`src/rtl/alu_seq_pkg.sv`:
```
// rtl/alu_seq_pkg.sv - shared types and constants for the ALU operand-entry sequencer
package alu_seq_pkg;

    localparam int A_W    = 4;
    localparam int B_W    = 2;
    localparam int SEL_W  = 2;
    localparam int FLAG_W = 4;

    localparam logic [SEL_W-1:0] OP_MUL = 2'b00;
    localparam logic [SEL_W-1:0] OP_SUB = 2'b01;
    localparam logic [SEL_W-1:0] OP_AND = 2'b10;
    localparam logic [SEL_W-1:0] OP_XOR = 2'b11;

    typedef enum logic [2:0] {
        S_LOAD_A   = 3'd0,
        S_LOAD_B   = 3'd1,
        S_LOAD_SEL = 3'd2,
        S_EXEC     = 3'd3,
        S_SHOW     = 3'd4
    } seq_state_t;

endpackage

```
`src/rtl/btn_debounce.sv`:
```
// rtl/btn_debounce.sv - 2-FF synchronizer, level debouncer and registered rising-edge press pulse
module btn_debounce #(
    parameter int DEBOUNCE_CYCLES = 500000
) (
    input  logic clk,
    input  logic rst,
    input  logic btn_raw,
    output logic press
);

    localparam int CNT_W = (DEBOUNCE_CYCLES > 2) ? $clog2(DEBOUNCE_CYCLES) : 1;
    localparam logic [CNT_W-1:0] CNT_MAX = CNT_W'(DEBOUNCE_CYCLES - 1);

    logic             sync1;
    logic             btn_s;
    logic             btn_db;
    logic [CNT_W-1:0] cnt;

    // press is raised on the same edge btn_db is accepted high, so it lags btn_db by nothing
    always_ff @(posedge clk) begin
        if (rst) begin
            sync1  <= 1'b0;
            btn_s  <= 1'b0;
            btn_db <= 1'b0;
            cnt    <= '0;
            press  <= 1'b0;
        end else begin
            sync1 <= btn_raw;
            btn_s <= sync1;
            press <= 1'b0;
            if (btn_s == btn_db) begin
                cnt <= '0;
            end else if (cnt == CNT_MAX) begin
                btn_db <= btn_s;
                cnt    <= '0;
                press  <= btn_s;
            end else begin
                cnt <= cnt + CNT_W'(1);
            end
        end
    end

endmodule

```
`src/rtl/alu_input_seq.sv`:
```
// rtl/alu_input_seq.sv - walks the user through loading A, B and op select, then captures the ALU result
module alu_input_seq
    import alu_seq_pkg::*;
#(
    parameter int DEBOUNCE_CYCLES = 500000
) (
    input  logic              clk,
    input  logic              rst,
    input  logic [3:0]        sw,
    input  logic              btn,
    output logic [A_W-1:0]    alu_a,
    output logic [B_W-1:0]    alu_b,
    output logic [SEL_W-1:0]  alu_sel,
    input  logic [A_W-1:0]    alu_y,
    input  logic              alu_z,
    input  logic              alu_n,
    input  logic              alu_c,
    input  logic              alu_v,
    output logic [A_W-1:0]    res_y,
    output logic [FLAG_W-1:0] res_flags,
    output logic              res_valid,
    output logic [2:0]        state_o
);

    logic       press;
    seq_state_t state_q;
    seq_state_t state_d;

    btn_debounce #(
        .DEBOUNCE_CYCLES(DEBOUNCE_CYCLES)
    ) u_db (
        .clk    (clk),
        .rst    (rst),
        .btn_raw(btn),
        .press  (press)
    );

    always_ff @(posedge clk) begin
        if (rst) begin
            state_q <= S_LOAD_A;
        end else begin
            state_q <= state_d;
        end
    end

    always_comb begin
        state_d = state_q;
        case (state_q)
            S_LOAD_A:   if (press) state_d = S_LOAD_B;
            S_LOAD_B:   if (press) state_d = S_LOAD_SEL;
            S_LOAD_SEL: if (press) state_d = S_EXEC;
            S_EXEC:     state_d = S_SHOW;
            S_SHOW:     if (press) state_d = S_LOAD_A;
            default:    state_d = S_LOAD_A;
        endcase
    end

    // Operands are written only in load states, so they never change under a valid result
    always_ff @(posedge clk) begin
        if (rst) begin
            alu_a     <= '0;
            alu_b     <= '0;
            alu_sel   <= OP_MUL;
            res_y     <= '0;
            res_flags <= '0;
            res_valid <= 1'b0;
        end else begin
            case (state_q)
                S_LOAD_A:   if (press) alu_a   <= sw;
                S_LOAD_B:   if (press) alu_b   <= sw[B_W-1:0];
                S_LOAD_SEL: if (press) alu_sel <= sw[SEL_W-1:0];
                S_EXEC: begin
                    res_y     <= alu_y;
                    res_flags <= {alu_z, alu_n, alu_c, alu_v};
                    res_valid <= 1'b1;
                end
                S_SHOW:     if (press) res_valid <= 1'b0;
                default: ;
            endcase
        end
    end

    assign state_o = state_q;

endmodule

```
`config.mk`:
```
export PLATFORM = sky130hd
export DESIGN_NAME = alu_input_seq
export DESIGN_NICKNAME = d
export VERILOG_FILES = /design/src/rtl/alu_seq_pkg.sv /design/src/rtl/btn_debounce.sv /design/src/rtl/alu_input_seq.sv
export SDC_FILE = /design/constraint.sdc
export NUM_CORES = 1
export LEC_CHECK = 0
export ABC_AREA = 1
export CAP_MARGIN = 5
export CORE_ASPECT_RATIO = 0.7
export CORE_MARGIN = 2
export CORE_UTILIZATION = 55
export DETAILED_ROUTE_END_ITERATION = 8
export GPL_ROUTABILITY_DRIVEN = 0
export PLACE_DENSITY = 0.89
export SETUP_SLACK_MARGIN = 0.15
export SYNTH_ARGS = -nofsm -noshare
export SYNTH_HDL_FRONTEND = slang
export SYNTH_SLANG_ARGS = --single-unit
```
`constraint.sdc`:
```
create_clock -name clk -period 2.43 [get_ports clk]
set_input_delay 0.486 -clock clk [delete_from_list [all_inputs] [get_ports clk]]
set_output_delay 0.486 -clock clk [all_outputs]
set_load 0.03 [all_outputs]
```
==> impl_summary.md <==
Worst setup path
By startpoint and endpoint, the worst setup path is classified as register to output port. The worst setup path is launched from a register. Data on the critical path is required at its endpoint by about 1.9 ns.

The master of the slowest instance on the critical path is sky130_fd_sc_hd__clkdlybuf4s50_1. In this run the worst path has a maximum fanout of 6. The kind of cell with the highest combined delay on the critical path is buffers and inverters. Together, buffers and inverters on the worst path number 1. The largest single stage delay on the critical path is between 0.7 and 0.8 ns.

At the worst endpoint, the arrival time is about 1.5 ns. The cell count of the worst reg-to-reg path is 8. The worst setup path is captured at an output port. The critical path goes through clkdlybuf4s50_1. In this run the number of cells on the critical path is 1.

Finish
The net total in the final layout is 315. The area growth from synthesis to layout is 26.54%. The core utilization of the finished layout is 0.7349. The repair_antennas step left the layout with diodes totalling 0. In the final layout, the share of cells above drive strength 1 is 0.05667. Counting the fill cells in the layout gives around 240.

Synth
The yosys synthesis warning count is 0. The most used flip-flop cell after synthesis is sky130_fd_sc_hd__dfxtp_1. The largest area contributor in the synthesized netlist is sky130_fd_sc_hd__dfxtp_1. The simple-gate share of the synthesized area is 0.3437. The average instance in the mapped netlist occupies about 7 um^2. The adder and majority gate portion of the synthesized area is 0.006752. The post-synthesis register bit count is 43. The main combinational cell family by area after synthesis is simple AND/OR/NAND/NOR gates. Ranked by instance count, the synthesized netlist is headed by sky130_fd_sc_hd__nor2_1 (81), sky130_fd_sc_hd__dfxtp_1 (43), sky130_fd_sc_hd__nand2_1 (39), sky130_fd_sc_hd__inv_1 (28). The proportion of synthesized flip-flops having asynchronous set or reset is 0. The number of standard cells after synthesis is 260. The mapped netlist covers between 1500 and 2000 um^2. The most frequent cell after synthesis is sky130_fd_sc_hd__nor2_1. Counting distinct cell types in the post-synthesis netlist gives 19. The synthesized net count is between 200 and 300. Sorting the synthesized cells by area gives the leading types as sky130_fd_sc_hd__dfxtp_1 (46%), sky130_fd_sc_hd__nor2_1 (16%), sky130_fd_sc_hd__nand2_1 (7.9%). The share of the synthesized area in compound gates (AO/OA/AOI/OAI) is 0.05807. The post-synthesis mux area share is 0. The part of the Yosys area used for sequential elements is 0.4646. The top cell type's share of synthesized area is 0.4646.

Counting flops with a built-in enable in the synthesized netlist gives 0. The post-synthesis share of cell area spent on xor and xnor gates is 0.05672.

Global routing
The via count of the first global-routing pass was roughly 1500. After global routing the overflow that remains totals 0. The number of antenna violations at the first check in global routing was 0. Across every metal layer, demand over resource in global routing totals 0.2421.

The largest net degree at the start of global routing is 20. The first global-routing pass estimated between 6000 and 7000 um of wire.

Die
The die is about 53 um tall. The initial utilization of the core area, before any placement, comes to 0.5808. The number of ports placed on the die boundary is 35. The area of the core is approximately 3200 um^2. The number of cell rows is 17. The full die area is 3857 um^2. The die boundary width is between 70 and 80 um.

Routing
The final routed wirelength across all metal layers is 3935 um. The first detailed-routing pass took 4 iterations. The count of nets left with antenna violations once routing finished came out at 0. The via-per-instance ratio is between 5 and 6.

Detailed routing inserted a total of roughly 1700 vias. For this run, design rule violations remaining after detail routing come to 0. Dividing the detail-routed wire length by the instance count gives approximately 12 um. After the first detailed-routing iteration, the DRC count stood at 77.

Power and ir drop
Of the total power, the share spent switching nets is 0.1944. The power density over cell area is between 500 and 600 nW/um^2. The combinational share of power is 0.030. VDD sags by at most a little over 0.4 mV. The static leakage is between 0.0008 and 0.0009 uW.

In this run the power spent charging and discharging nets is roughly 260 uW. Total power for the finished layout comes to approximately 1300 uW. The share of total power dissipated in sequential elements is 0.536. The share of total power dissipated in the clock network is 0.434. The internal power consumption is 1062 uW.

Clock network
The worst-skew pair later-pin latency is ~0.30 ns. After clock tree synthesis, the flow added hold-fix buffers numbering 0. Clock-pin slew was measured on the worst setup and hold paths at roughly 0.080 ns. TritonCTS built the clock tree.

The number of sinks driven by the clock tree is 43. The number of buffers inserted by post-CTS setup repair is 0. The CTS root buffer is sky130_fd_sc_hd__clkbuf_8.

The level count of the clock H-tree is 2. The clock passes through at most 2 buffers. TritonCTS created 5 clock buffers. In this run, post-CTS repair resized a total of 0 instances.

Worst hold path
Counting instances, the worst hold path has a depth of 2. The type of the most critical hold path is register to register.

STA
The clock tree skew after final layout is approximately 0.0049 ns. The post-route fraction of the period consumed by the critical path is 0.7986. The final number of setup-violating endpoints is 0. The shortest period the worst path allows is approximately 1.9 ns. The worst pin sits at a relative slew slack of 0.7690. Static timing analysis puts the maximum clock frequency at just over 0.5 GHz. The sum of negative setup slack is 0 ns. The total count of hold-check failures in the final report is 0. The transition time at the pin with the least slew margin is 0.3461 ns. The count of final max-slew check failures is 0. Setup repair after global routing left no endpoint under its margin.

Flow run
The tool flagged a number of max-cap violations equal to 0.

Outcome
The flow ran to the end, and the final reports show no timing, DRC or antenna violations.

Placement
Detailed placement finished with a half-perimeter wire length of approximately 3000 um. The number of buffers added on ports is 34.
## state kept, by name, indices dropped and copies added, names as in the netlist
register	count
alu_a	4
u_db.press	1
u_db.cnt	19
res_y	4
res_flags	4
u_db.btn_s	1
res_valid	1
state_o	3
u_db.sync1	1
alu_b	2
u_db.btn_db	1
alu_sel	2
## per-stage QoR
step	std cells	instance area (um^2)	hold WS, ns	setup WS [ns]
2_1_floorplan	260	1853	0.3883	1.152
3_3_place_gp	330	2227	0.3972	0.7845
3_5_place_dp	330	2227	0.4024	0.6546
4_1_cts	338	2345	0.4222	0.4879
5_1_grt	338	2345	0.4430	0.4466
6_report	338	2345	0.4173	0.4895
## layout by cell type (no fill, tap or decap)
cell | netlist | final
sky130_fd_sc_hd__ha_1 | 1 | 1
sky130_fd_sc_hd__nand3_2 | 1 | 1
sky130_fd_sc_hd__bufinv_16 | 0 | 1
sky130_fd_sc_hd__inv_1 | 28 | 28
sky130_fd_sc_hd__o21bai_1 | 1 | 1
sky130_fd_sc_hd__a21oi_1 | 4 | 4
sky130_fd_sc_hd__clkdlybuf4s50_1 | 0 | 34
sky130_fd_sc_hd__o21ai_0 | 16 | 16
sky130_fd_sc_hd__nand3_4 | 1 | 1
sky130_fd_sc_hd__nor2_1 | 81 | 81
sky130_fd_sc_hd__clkbuf_8 | 0 | 6
sky130_fd_sc_hd__nand4_1 | 6 | 6
sky130_fd_sc_hd__nor2_2 | 5 | 5
sky130_fd_sc_hd__nor3_1 | 2 | 2
sky130_fd_sc_hd__buf_4 | 0 | 1
sky130_fd_sc_hd__nand3_1 | 16 | 16
sky130_fd_sc_hd__inv_2 | 1 | 1
sky130_fd_sc_hd__xnor2_1 | 5 | 5
sky130_fd_sc_hd__nand2_1 | 39 | 39
sky130_fd_sc_hd__xor2_1 | 7 | 7
sky130_fd_sc_hd__dfxtp_1 | 43 | 43
sky130_fd_sc_hd__clkinv_2 | 0 | 1
## final cells by class
cell class	count	area (um^2)	share of cell area
sequential	43	860.8	0.3671
clock buffer	6	82.58	0.03522
multi-input combinational	185	862.1	0.3677
timing repair buffer	35	347.8	0.1483
inverter	29	108.9	0.04642
clock inverter	2	35.03	0.01494
tap	38	47.55	0.02028
## worst paths after layout
check | from | end | slack, ns
min | u_db.sync1 | u_db.btn_s | 0.42
max | state_o[2] | state_o[2] | 0.49
min reg2reg | u_db.sync1 | u_db.btn_s | 0.42
max reg2reg | u_db.cnt[0] | u_db.cnt[16] | 0.97
## power by group through the flow
| stage | Combinational [uW] | Clock (uW) | Sequential, uW |
|---|---|---|---|
| after floorplan | 13.1 | 0 | 723 |
| after global placement | 38.7 | 0 | 724 |
| after detailed placement | 39.6 | 0 | 724 |
| after CTS | 40.0 | 583 | 707 |
| after global routing | 44.1 | 608 | 707 |
| final | 39.9 | 572 | 707 |
## cell families after synthesis
logic type	count (synthesis)
AO/OA/AOI/OAI	21
XOR/XNOR	12
adder cells (fa/ha/maj)	1
buffers and inverters	32
flip-flops	43
AND/OR/NAND/NOR	151
## per-layer routing
metal	vias up	GRT usage	part of all wire
met5	-	0	0
met4	0	0.1121	0.021
met3	8	0.05385	0.049
met2	53	0.3844	0.44
met1	772	0.3157	0.49
li1	890	-	-
(Power assumes the default switching activity.)
